`src/rtl/mem_port_arbiter.sv`:
```
// Arbitrates the single-port RAM between the fetch port and the load/store port.
// Requests are serialised as IDLE -> ACC_IF | ACC_MEM -> DONE -> IDLE, with alignment checks and a ready timeout.
module mem_port_arbiter #(
   parameter int ADDR_W   = 32,
   parameter int DATA_W   = 32,
   parameter int MAX_WAIT = 15
) (
   input  logic              clk,
   input  logic              reset_n,
   input  logic              if_req,
   input  logic [ADDR_W-1:0] if_addr,
   output logic [DATA_W-1:0] if_rdata,
   output logic              if_done,
   input  logic              mem_req,
   input  logic              mem_we,
   input  logic [1:0]        mem_size,
   input  logic [ADDR_W-1:0] mem_addr,
   input  logic [DATA_W-1:0] mem_wdata,
   output logic [DATA_W-1:0] mem_rdata,
   output logic              mem_done,
   output logic              ram_en,
   output logic              ram_we,
   output logic [1:0]        ram_size,
   output logic [ADDR_W-1:0] ram_addr,
   output logic [DATA_W-1:0] ram_wdata,
   input  logic [DATA_W-1:0] ram_rdata,
   input  logic              ram_ready,
   output logic              stall_if,
   output logic              stall_mem,
   output logic              align_err,
   output logic              timeout_err
);

   typedef enum logic [1:0] {S_IDLE, S_ACC_IF, S_ACC_MEM, S_DONE} state_t;

   localparam logic [7:0] LP_LAST = 8'(MAX_WAIT - 1);

   state_t     r_state, w_nxt;
   logic [7:0] r_wait;
   logic [1:0] r_fair;
   logic       r_gnt_mem;
   logic       r_align;
   logic       w_misalign, w_gnt_if, w_gnt_mem, w_timeout;

   always_comb begin
      w_misalign = 1'b0;
      case (mem_size)
         2'b00:   w_misalign = 1'b0;
         2'b01:   w_misalign = mem_addr[0];
         default: w_misalign = |mem_addr[1:0];
      endcase
      // Loads/stores are older than the fetch, except fetch gets one turn after two data grants.
      w_gnt_if  = if_req & (~mem_req | (r_fair == 2'd2));
      w_gnt_mem = mem_req & ~w_gnt_if;
      w_timeout = (r_wait == LP_LAST) & ~ram_ready;
      w_nxt     = r_state;
      case (r_state)
         S_IDLE: begin
            if (w_gnt_if)       w_nxt = S_ACC_IF;
            else if (w_gnt_mem) w_nxt = w_misalign ? S_DONE : S_ACC_MEM;
         end
         S_ACC_IF, S_ACC_MEM: begin
            if (ram_ready || w_timeout) w_nxt = S_DONE;
         end
         default: w_nxt = S_IDLE;
      endcase
   end

   always_ff @(posedge clk or negedge reset_n) begin
      if (!reset_n) begin
         r_state     <= S_IDLE;
         r_wait      <= '0;
         r_fair      <= '0;
         r_gnt_mem   <= 1'b0;
         r_align     <= 1'b0;
         if_rdata    <= '0;
         mem_rdata   <= '0;
         ram_en      <= 1'b0;
         ram_we      <= 1'b0;
         ram_size    <= '0;
         ram_addr    <= '0;
         ram_wdata   <= '0;
         timeout_err <= 1'b0;
      end else begin
         r_state <= w_nxt;
         case (r_state)
            S_IDLE: begin
               r_wait <= '0;
               if (w_gnt_if) begin
                  r_fair    <= '0;
                  r_gnt_mem <= 1'b0;
                  r_align   <= 1'b0;
                  ram_en    <= 1'b1;
                  ram_we    <= 1'b0;
                  ram_size  <= 2'b10;
                  ram_addr  <= if_addr;
                  ram_wdata <= '0;
               end else if (w_gnt_mem) begin
                  // Fetch can only be waiting here while r_fair < 2, so this never overflows.
                  r_fair    <= if_req ? r_fair + 2'd1 : 2'd0;
                  r_gnt_mem <= 1'b1;
                  r_align   <= w_misalign;
                  if (w_misalign) begin
                     mem_rdata <= '0;
                  end else begin
                     ram_en    <= 1'b1;
                     ram_we    <= mem_we;
                     ram_size  <= (mem_size == 2'b11) ? 2'b10 : mem_size;
                     ram_addr  <= mem_addr;
                     ram_wdata <= mem_wdata;
                  end
               end
            end
            S_ACC_IF, S_ACC_MEM: begin
               if (ram_ready || w_timeout) begin
                  if (r_state == S_ACC_IF)
                     if_rdata <= ram_ready ? ram_rdata : '0;
                  else
                     mem_rdata <= (ram_ready && !ram_we) ? ram_rdata : '0;
                  if (!ram_ready) timeout_err <= 1'b1;
                  ram_en    <= 1'b0;
                  ram_we    <= 1'b0;
                  ram_size  <= '0;
                  ram_addr  <= '0;
                  ram_wdata <= '0;
               end else begin
                  r_wait <= r_wait + 8'd1;
               end
            end
            default: ;
         endcase
      end
   end

   assign if_done   = (r_state == S_DONE) & ~r_gnt_mem;
   assign mem_done  = (r_state == S_DONE) &  r_gnt_mem;
   assign align_err = mem_done & r_align;
   assign stall_if  = if_req & ~if_done;
   assign stall_mem = mem_req & ~mem_done;

endmodule
```
`config.mk`:
```
export PLATFORM = sky130hd
export DESIGN_NAME = mem_port_arbiter
export DESIGN_NICKNAME = d
export VERILOG_FILES = /design/src/rtl/mem_port_arbiter.sv
export SDC_FILE = /design/constraint.sdc
export NUM_CORES = 1
export LEC_CHECK = 0
export BUFFER_PORTS_ARGS = -buffer_cell sky130_fd_sc_hd__buf_2
export CAP_MARGIN = 20
export CORE_MARGIN = 2
export CORE_UTILIZATION = 49
export DETAILED_ROUTE_END_ITERATION = 7
export PLACE_DENSITY = 0.92
export SLEW_MARGIN = 10
export SYNTH_ARGS = -nofsm -noshare
export SYNTH_HDL_FRONTEND = slang
export SYNTH_SLANG_ARGS = --single-unit
```
`constraint.sdc`:
```
create_clock -name clk -period 2.99 [get_ports clk]
set_input_delay 0.1495 -clock clk [delete_from_list [all_inputs] [get_ports clk]]
set_output_delay 0.1495 -clock clk [all_outputs]
set_load 0.03 [all_outputs]
```
# [Word level (Yosys, flattened, before mapping)]
# Cells that the tools add are included.
[totals] out_inout_bits=138 elab_cells=108 ff_bits=147
[op_classes] n_eq_ne=15 mux=47 bitwise=15 n_addsub=2 n_reduce_logical=16
[ops] cell="2-to-1 mux 32 bit" n=14
[ops] cell="case mux 32 bit (2 select lines)" n=3
[ops] cell="2-to-1 mux 2 bit" n=11
[ops] cell="case mux 8 bit (2 select lines)" n=1
[ops] cell="2-to-1 mux 1 bit" n=12
[ops] cell="!= test 2 bit, second input constant" n=6
[ops] cell="adder 8 x 1 -> 8 bit, second input constant" n=1
[ops] cell="AND 1 bit" n=8
[ops] cell="== test 2 bit, second input constant" n=4
[ops] cell="== test 8 x 4 -> 1 bit, second input constant" n=1
[ops] cell="2-to-1 mux 8 bit" n=1
[ops] cell="case mux 2 bit (2 select lines)" n=2
[ops] cell="!= test 3 bit, second input constant" n=2
[ops] cell="inverter 1 bit" n=6
[ops] cell="case mux 1 bit (2 select lines)" n=3
[ops] cell="AND reduction 2 bit" n=3
[ops] cell="AND reduction 3 bit" n=2
[ops] cell="AND reduction 6 bit" n=1
[ops] cell="== test 2 x 1 -> 1 bit, second input constant" n=2
[ops] cell="logical NOT 2 bit" n=2
[ops] cell="AND reduction 4 bit" n=1
[ops] cell="nonzero test 2 bit" n=2
[ops] cell="OR reduction 2 bit" n=2
[ops] cell="adder 2 x 1 -> 2 bit, second input constant" n=1
[ops] cell="4 further kinds" n=4

# [Longest topological paths before layout]
# Gate-level depths: netlist of the first run.
[depth] word_depth=8 ltp_mapped=9 mapped_depth_nobuf=6

# [Worst setup path before layout of the first run]
# OpenSTA, ideal clock, no wires.
[synth_path] path_kind="register to register" start="register r_wait[0]" end="register ram_addr[18]" stages_incl_launch_ff=9 setup_time_ns=0.125 t_arrival_ns=2.359 slack_ns=0.507 required_time_ns=2.865 period_less_slack_ns=2.483 cell_sequence="dfrtp_1 > inv_1 > ha_1 > or4b_1 > o21a_1 > buf_2 > a2111oi_4 > buf_2 > mux2_2"
[synth_via] elab_chain_len=5
[synth_rtl] element="start: declaration" line_no="39" source="logic [7:0] r_wait;"
[synth_rtl] element="start signal: assignment" line_no="127" source="r_wait <= r_wait + 8'd1;"
[synth_rtl] element="== test 8 x 4 -> 1 bit" line_no="55" source="w_timeout = (r_wait == LP_LAST) & ~ram_ready;"
[synth_rtl] element="AND 1 bit" line_no="55"
[synth_rtl] element="logical OR 1 bit" line_no="115" source="if (ram_ready || w_timeout) begin"
[synth_rtl] element="!= test 2 bit (no source line)"
[synth_rtl] element="AND reduction 4 bit (no source line)"
[synth_rtl] element="end signal: assignment" line_no="96" source="ram_addr <= if_addr;"
[synth_rtl] element="end signal: assignment" line_no="109" source="ram_addr <= mem_addr;"
[synth_rtl] element="end: declaration" line_no="24" source="output logic [ADDR_W-1:0] ram_addr,"
# Every way passes these cells.
# A chain may end at the register's enable or synchronous reset.

# [Worst setup path in the final report of the first run]
[layout_path] start="register r_wait[0]" end="register ram_addr[16]"
# Same word-level chain as after synthesis.

==> qor.yml, run 1 <==
outcome:
  status: "completed"
place:
  pre_cts_ws_ps: 284.4
  portBuffers: 273
  place_congestion: 0.7917
  hpwl_um: 13160
  numPlacedInstances: 1040
route:
  detail-route-antenna-nets: 0
  drc: 0
  drtPass1Iterations: 5
  wirelength_um: 20990
  vias: 6273
  drt_iter0_drc: 383
  routed_via_density: 5.601
  routedWlPerCell_um: 18.74
setup_path:
  crit_fanout: 21
  cp-start-kind: "flop"
  reg2reg_from: "r_wait[0]$_DFFE_PN0P_"
  cp-end-kind: "flop"
  arrival_ps: 3010
  path_class: "reg -> reg"
  required_ps: 3280
  crit_start: "r_wait[0]$_DFFE_PN0P_"
floorplanning:
  dieArea_um2: 15020
  core_area_um2: 13830
  num_rows: 43
  die-height_um: 122.6
  dieWidth_um: 122.6
  start_util_pct: 49.81
  io_pins: 274
timing:
  slew_headroom_pct: 40.18
  slew_violations: 0
  fin_crit_ps: 2722
  fin_ws_ps: 268.2
  rsz0062_at_grt: "no"
  fmax_mhz: 367.4
  fin_worst_skew_ps: 18.69
  setup_tns_ps: 0
  setup_violations: 0
  min_period_over_period_pct: 91.03
  finalHoldViolCount: 0
  tightest_slew_ps: 896.3
run:
  drv_cap: 0
pwr:
  p_total_mw: 11.06
  p_leak_nw: 5.149
  vdd.ir_drop.worst_mv: 0.7653
  power_per_cell_area_nw_per_um2: 1163
synth:
  synth_compound_area_share_pct: 11.86
  async_flop_share_pct: 100.0
  synth.avg_cell_area_um2: 11.04
  synthFlopType: "dfrtp_1"
  seq_area_frac_synth_pct: 53.42
  synth_adder_area_share_pct: 1.272
  ys_ff_latch: 147
  synth_cell_type_count: 38
  syn_inst: 624
  synth_top_family_by_area: "multiplexers"
  synthMuxAreaShare_pct: 16.62
  syn-num-nets: 767
  synth_edf_count: 0
  synth_xor_area_share_pct: 0.1272
  synth_warnings: 0
  synthesis.area_um2: 6887
  yosys.area_share.simple_pct: 11.30
clocking:
  post_cts.repair.setup_buffers: 0
  cts_max_path_buffers: 2
  htreeDepth: 4
  path_clk_slew_ps: 60
  worstSkewPairLatency_ps: 420
  cts_buffers: 17
  cts_tree: "built"
  cts-root-buf: "clkbuf_16"
  clock_sinks: 147
  cts_resized: 0
final_layout:
  area_growth_syn_to_layout_pct: 38.05
  fin_util_pct: 68.75
  final_cells: 1120
  mostFrequentLayoutCells: "272 x buf_2, 147 x dfrtp_1, 48 x nand2_1, 48 x dlygate4sd3_1, 47 x and3_1"
  layout-drive-gt1-share_pct: 39.15
  nFillCells: 956
  n_antenna_cell: 0
  final_net_count: 1070
  layout_commonest_cell: "buf_2"
grt:
  grt_pass1_vias: 6312
  grt.overflow.total: 0
  grt_usage_pct: 27.88
  antenna_found_initial: 0
  grt_first_pass_wirelength_um: 31880
  grt_max_degree: 72
hold_path:
  hp-start: "ram_rdata[10]"
  hold_path_class: "in -> reg"
synth_stat cells (2+ instances only):
cell       count  area [µm²]
dfrtp_1      147        3679
nand3_1       34       170.2
a21o_1        13       97.59
o211ai_1       2       15.01
nor2b_1        4       25.02
ha_1           7       87.58
buf_1          2       7.510
mux2_1        24       270.3
a32o_1        21       210.2
nand4_1        3       18.77
o41ai_1        2       17.52
clkbuf_1      38       142.6
and3_1        47       294.0
buf_2          6       30.03
buf_6          2       22.52
and2_1         2       12.51
buf_4          3       22.52
nor2_1         6       22.52
mux2_2        43       484.2
mux2i_1       39       390.4
o21ai_0       40       200.2
a2111oi_4      2       55.05
inv_1         39       146.4
nand2_1       48       180.2
a21oi_1       37       185.2
sequential cells by signal (all words and copies together), names as in the netlist:
signal,cells
if_rdata,32
r_fair,2
ram_en,1
ram_size,2
r_align,1
r_wait,8
timeout_err,1
r_gnt_mem,1
mem_rdata,32
ram_we,1
ram_wdata,32
ram_addr,32
r_state,2
per-stage QoR:
| step | area, µm² | hold WS (ps) |
|---|---|---|
| global route | 9507 | 4.758 |
| global placement | 8412 | 202.1 |
| finish | 9507 | 23.94 |
| floorplan | 6887 | -146.1 |
| CTS | 9507 | 3.860 |
| detailed placement | 8412 | 210.9 |
worst max-delay path: stages, from the launching register on:
cell and delay [ps]:
dfrtp_1 440, inv_1 80, ha_1 140, or4b_1 480
o21a_1 370, a2111oi_4 340, buf_4 360, mux2_2 380
per-layer routing:
metal,GRT usage [%],vias up,routed length [µm]
li1,-,2802,-
met1,30.95,3009,7652
met2,47.74,392,10550
met3,8.597,70,1939
met4,15.16,0,845
met5,0,-,0
cells by family (layout without fill, tap and decap cells):
group	after synthesis	count (layout)
flops	147	147
fa+ha+maj	7	7
simple gates	151	151
mux	106	106
xor+xnor	1	1
buf+inv	90	406
compound gates	122	122
final cells by class:
cell class              instances  area, µm²  area share [%]
well taps                     180      225.2           2.369
inverters                      39      146.4           1.540
repair buffers                335       1996           20.99
clock inverters                10      120.1           1.263
multi-input cells             387       2846           29.94
flip-flops and latches        147       3679           38.69
clock buffers                  22      494.2           5.199
path summary, 6_finish.rpt:
check                      slack (ps)  depth (start not counted)                       end
max                               270                          7  ram_addr[16]$_DFFE_PN0P_
min                                20                          2  if_rdata[10]$_DFFE_PN0P_
max in group asynchronous        1900                          3   if_rdata[5]$_DFFE_PN0P_
max reg2reg                       270                          7  ram_addr[16]$_DFFE_PN0P_
min reg2reg                       460                          1   timeout_err$_DFFE_PN0P_
min in group asynchronous         300                          2  if_rdata[13]$_DFFE_PN0P_
power breakdown:
part,switching (mW),internal (mW)
combinational,3.63,2.15
clock,0.826,1.35
sequential,0.402,2.70
total,4.86,6.20
timing repair:
item	in CTS	in global routing
setup endpoints to repair	0	0
hold endpoints to repair	116	0
hold buffers	48	0
Power figures use the tool's default switching activity.
==> run 2: changes to the inputs <==
--- a/config.mk
+++ b/config.mk
@@ -5,12 +5,13 @@
 export SDC_FILE = /design/constraint.sdc
 export NUM_CORES = 1
 export LEC_CHECK = 0
+export ABC_AREA = 1
 export BUFFER_PORTS_ARGS = -buffer_cell sky130_fd_sc_hd__buf_2
 export CAP_MARGIN = 20
 export CORE_MARGIN = 2
 export CORE_UTILIZATION = 49
 export DETAILED_ROUTE_END_ITERATION = 7
-export PLACE_DENSITY = 0.92
+export PLACE_DENSITY = 0.91
 export SLEW_MARGIN = 10
 export SYNTH_ARGS = -nofsm -noshare
 export SYNTH_HDL_FRONTEND = slang
==> qor.yml, run 2 <==
place:
  portBuffers: 273
  hpwl_um: 14250
  pre_cts_ws_ps: 549.9
  place_congestion: 0.9225
final_layout:
  layout_commonest_cell: "nand2_1"
  final_net_count: 1325
  layout-drive-gt1-share_pct: 28.14
  mostFrequentLayoutCells: "358 x nand2_1, 272 x buf_2, 147 x dfrtp_1"
  area_growth_syn_to_layout_pct: 30.62
setup_path:
  cp-start-kind: "flop"
  r2r_cells: 9
  worst-path-stages: 9
  crit_chain: "inv_1, ha_1, nand3_1, nor2_2, nor2_2, nor2_4, buf_4, nand3_1, nand2_1"
  crit_family: "simple AND/OR/NAND/NOR gates"
  cp_slowest_cell: "nor2_4"
  path_buf_inv: 2
  crit_fanout: 41
  path_class: "reg -> reg"
  cpPeakStageDelay_ps: 670
  cp-end-kind: "flop"
  required_ps: 3340
  arrival_ps: 2780
timing:
  fmax_mhz: 410.9
  setup_tns_ps: 0
  rsz0062_at_grt: "no"
  fin_worst_skew_ps: 9.077
  setup_violations: 0
  finalHoldViolCount: 0
  fin_ws_ps: 556.2
  fin_crit_ps: 2434
  tightest_slew_ps: 872.0
  slew_headroom_pct: 41.73
  slew_violations: 0
  min_period_over_period_pct: 81.40
grt:
  grt_pass1_vias: 6912
  grt_first_pass_wirelength_um: 33860
  grt_max_degree: 86
  grt.overflow.total: 0
  antenna_found_initial: 1
  grt_usage_pct: 26.81
floorplanning:
  core_area_um2: 14370
  start_util_pct: 49.55
  io_pins: 274
  dieArea_um2: 15510
  die-height_um: 124.5
  num_rows: 44
  dieWidth_um: 124.5
pwr:
  power_per_cell_area_nw_per_um2: 1196
  p_leak_nw: 5.295
  p_total_mw: 11.13
  vdd.ir_drop.worst_mv: 0.7628
clocking:
  post_cts.repair.setup_buffers: 0
  cts_max_path_buffers: 2
  worstSkewPairLatency_ps: 420
  cts_resized: 0
  cts-root-buf: "clkbuf_16"
  clock_sinks: 147
  cts_buffers: 17
  ctsHoldBuffers: 8
  path_clk_slew_ps: 60
  cts_tree: "built"
  htreeDepth: 4
route:
  routedWlPerCell_um: 15.34
  drc: 0
  vias: 7361
  drt_iter0_drc: 706
  wirelength_um: 21160
  drtPass1Iterations: 5
  detail-route-antenna-nets: 0
  routed_via_density: 5.338
synth:
  synthesis.area_um2: 7119
  synth_top_area_cell: "dfrtp_1"
  yosysMostFrequentCell: "nand2_1"
  synth.top_cells.by_area: "dfrtp_1 52%, nand2_1 19%, nand3_1 5.3%, nor2_1 4.9%, a21oi_1 3.4%"
  synth_common_cells: "359 x nand2_1, 147 x dfrtp_1, 93 x nor2_1"
  syn-num-nets: 1075
  ys_ff_latch: 147
  synth_cell_type_count: 28
  async_flop_share_pct: 100.0
  seq_area_frac_synth_pct: 51.67
  synthFlopType: "dfrtp_1"
  synth_warnings: 0
  synth.top_cell.area_share_pct: 51.67
  synth.avg_cell_area_um2: 7.639
  syn_inst: 932
  synth_edf_count: 0
hold_path:
  min_path_cells: 3
  hold_path_class: "in -> reg"
run:
  drv_cap: 0
outcome:
  status: "completed"
-- run 2: cell count changes in the layout (fill, tap and decap cells not counted), sizes merged, moves of 12 or more --
cell,change
nand4,+32
a21oi,+12
and3,-47
mux2,-67
nor2,+91
nand2,+314
inv,-13
a21o,-13
dlygate4sd3,-40
mux2i,-39
a32o,-21
nand3,+43
-- run 2: logic make-up after synthesis --
group           count (synthesis)  synth area share (%)
flops                         147                 51.67
buf+inv                        95                 5.887
simple gates                  578                 33.64
fa+ha+maj                       7                 1.230
xor+xnor                        1                0.1230
compound gates                104                 7.452
-- run 2: path summary, 6_finish.rpt --
check | start | endpoint | slack [ps]
worst max-delay path | r_wait[0]$_DFFE_PN0P_ | ram_addr[18]$_DFFE_PN0P_ | 560
worst min-delay path | ram_rdata[16] | if_rdata[16]$_DFFE_PN0P_ | 10
worst max register to register | r_wait[0]$_DFFE_PN0P_ | ram_addr[18]$_DFFE_PN0P_ | 560
worst min register to register | ram_addr[9]$_DFFE_PN0P_ | ram_addr[9]$_DFFE_PN0P_ | 470
max in group asynchronous | reset_n | mem_rdata[9]$_DFFE_PN0P_ | 1840
min in group asynchronous | reset_n | ram_wdata[28]$_DFFE_PN0P_ | 370
-- run 2: metrics by stage --
stage	instances	cell area [µm²]	util, %	hold slack, ps
3_5_place_dp	1338	8577	59.69	263.0
4_1_cts	1377	9281	64.59	0.5925
5_1_grt	1379	9299	64.72	14.85
6_report	1379	9299	64.72	13.34
2_1_floorplan	932	7119	-	-146.1
3_3_place_gp	1338	8577	59.69	261.7
-- run 2: area by class of cell --
cell class                      instances  area, µm²
Multi-Input combinational cell        690       3029
Sequential cell                       147       3679
Timing Repair Buffer                  299       1633
Antenna cell                            1      2.502
Fill cell                            1138       5070
Clock buffer                           19      442.9
Tap cell                              184      230.2
Clock inverter                         12      181.4
Inverter                               27      101.3
-- run 2: power breakdown --
group,total (mW),switching (mW),internal [mW]
clock,2.25,0.829,1.42
sequential,3.02,0.356,2.67
combinational,5.86,4.32,1.54
total,11.1,5.50,5.62
-- run 2: layer usage --
| metal | routed length [µm] | GRT usage (%) |
|---|---|---|
| met1 | 8600 | 35.19 |
| met2 | 10150 | 42.59 |
| met4 | 797 | 12.23 |
| met3 | 1614 | 6.100 |
| met5 | 0 | 0 |
-- run 2: tightest hold or removal path, stage by stage --
cell and delay, ps:
buf_2 110, nand2_1 60, o21ai_0 70
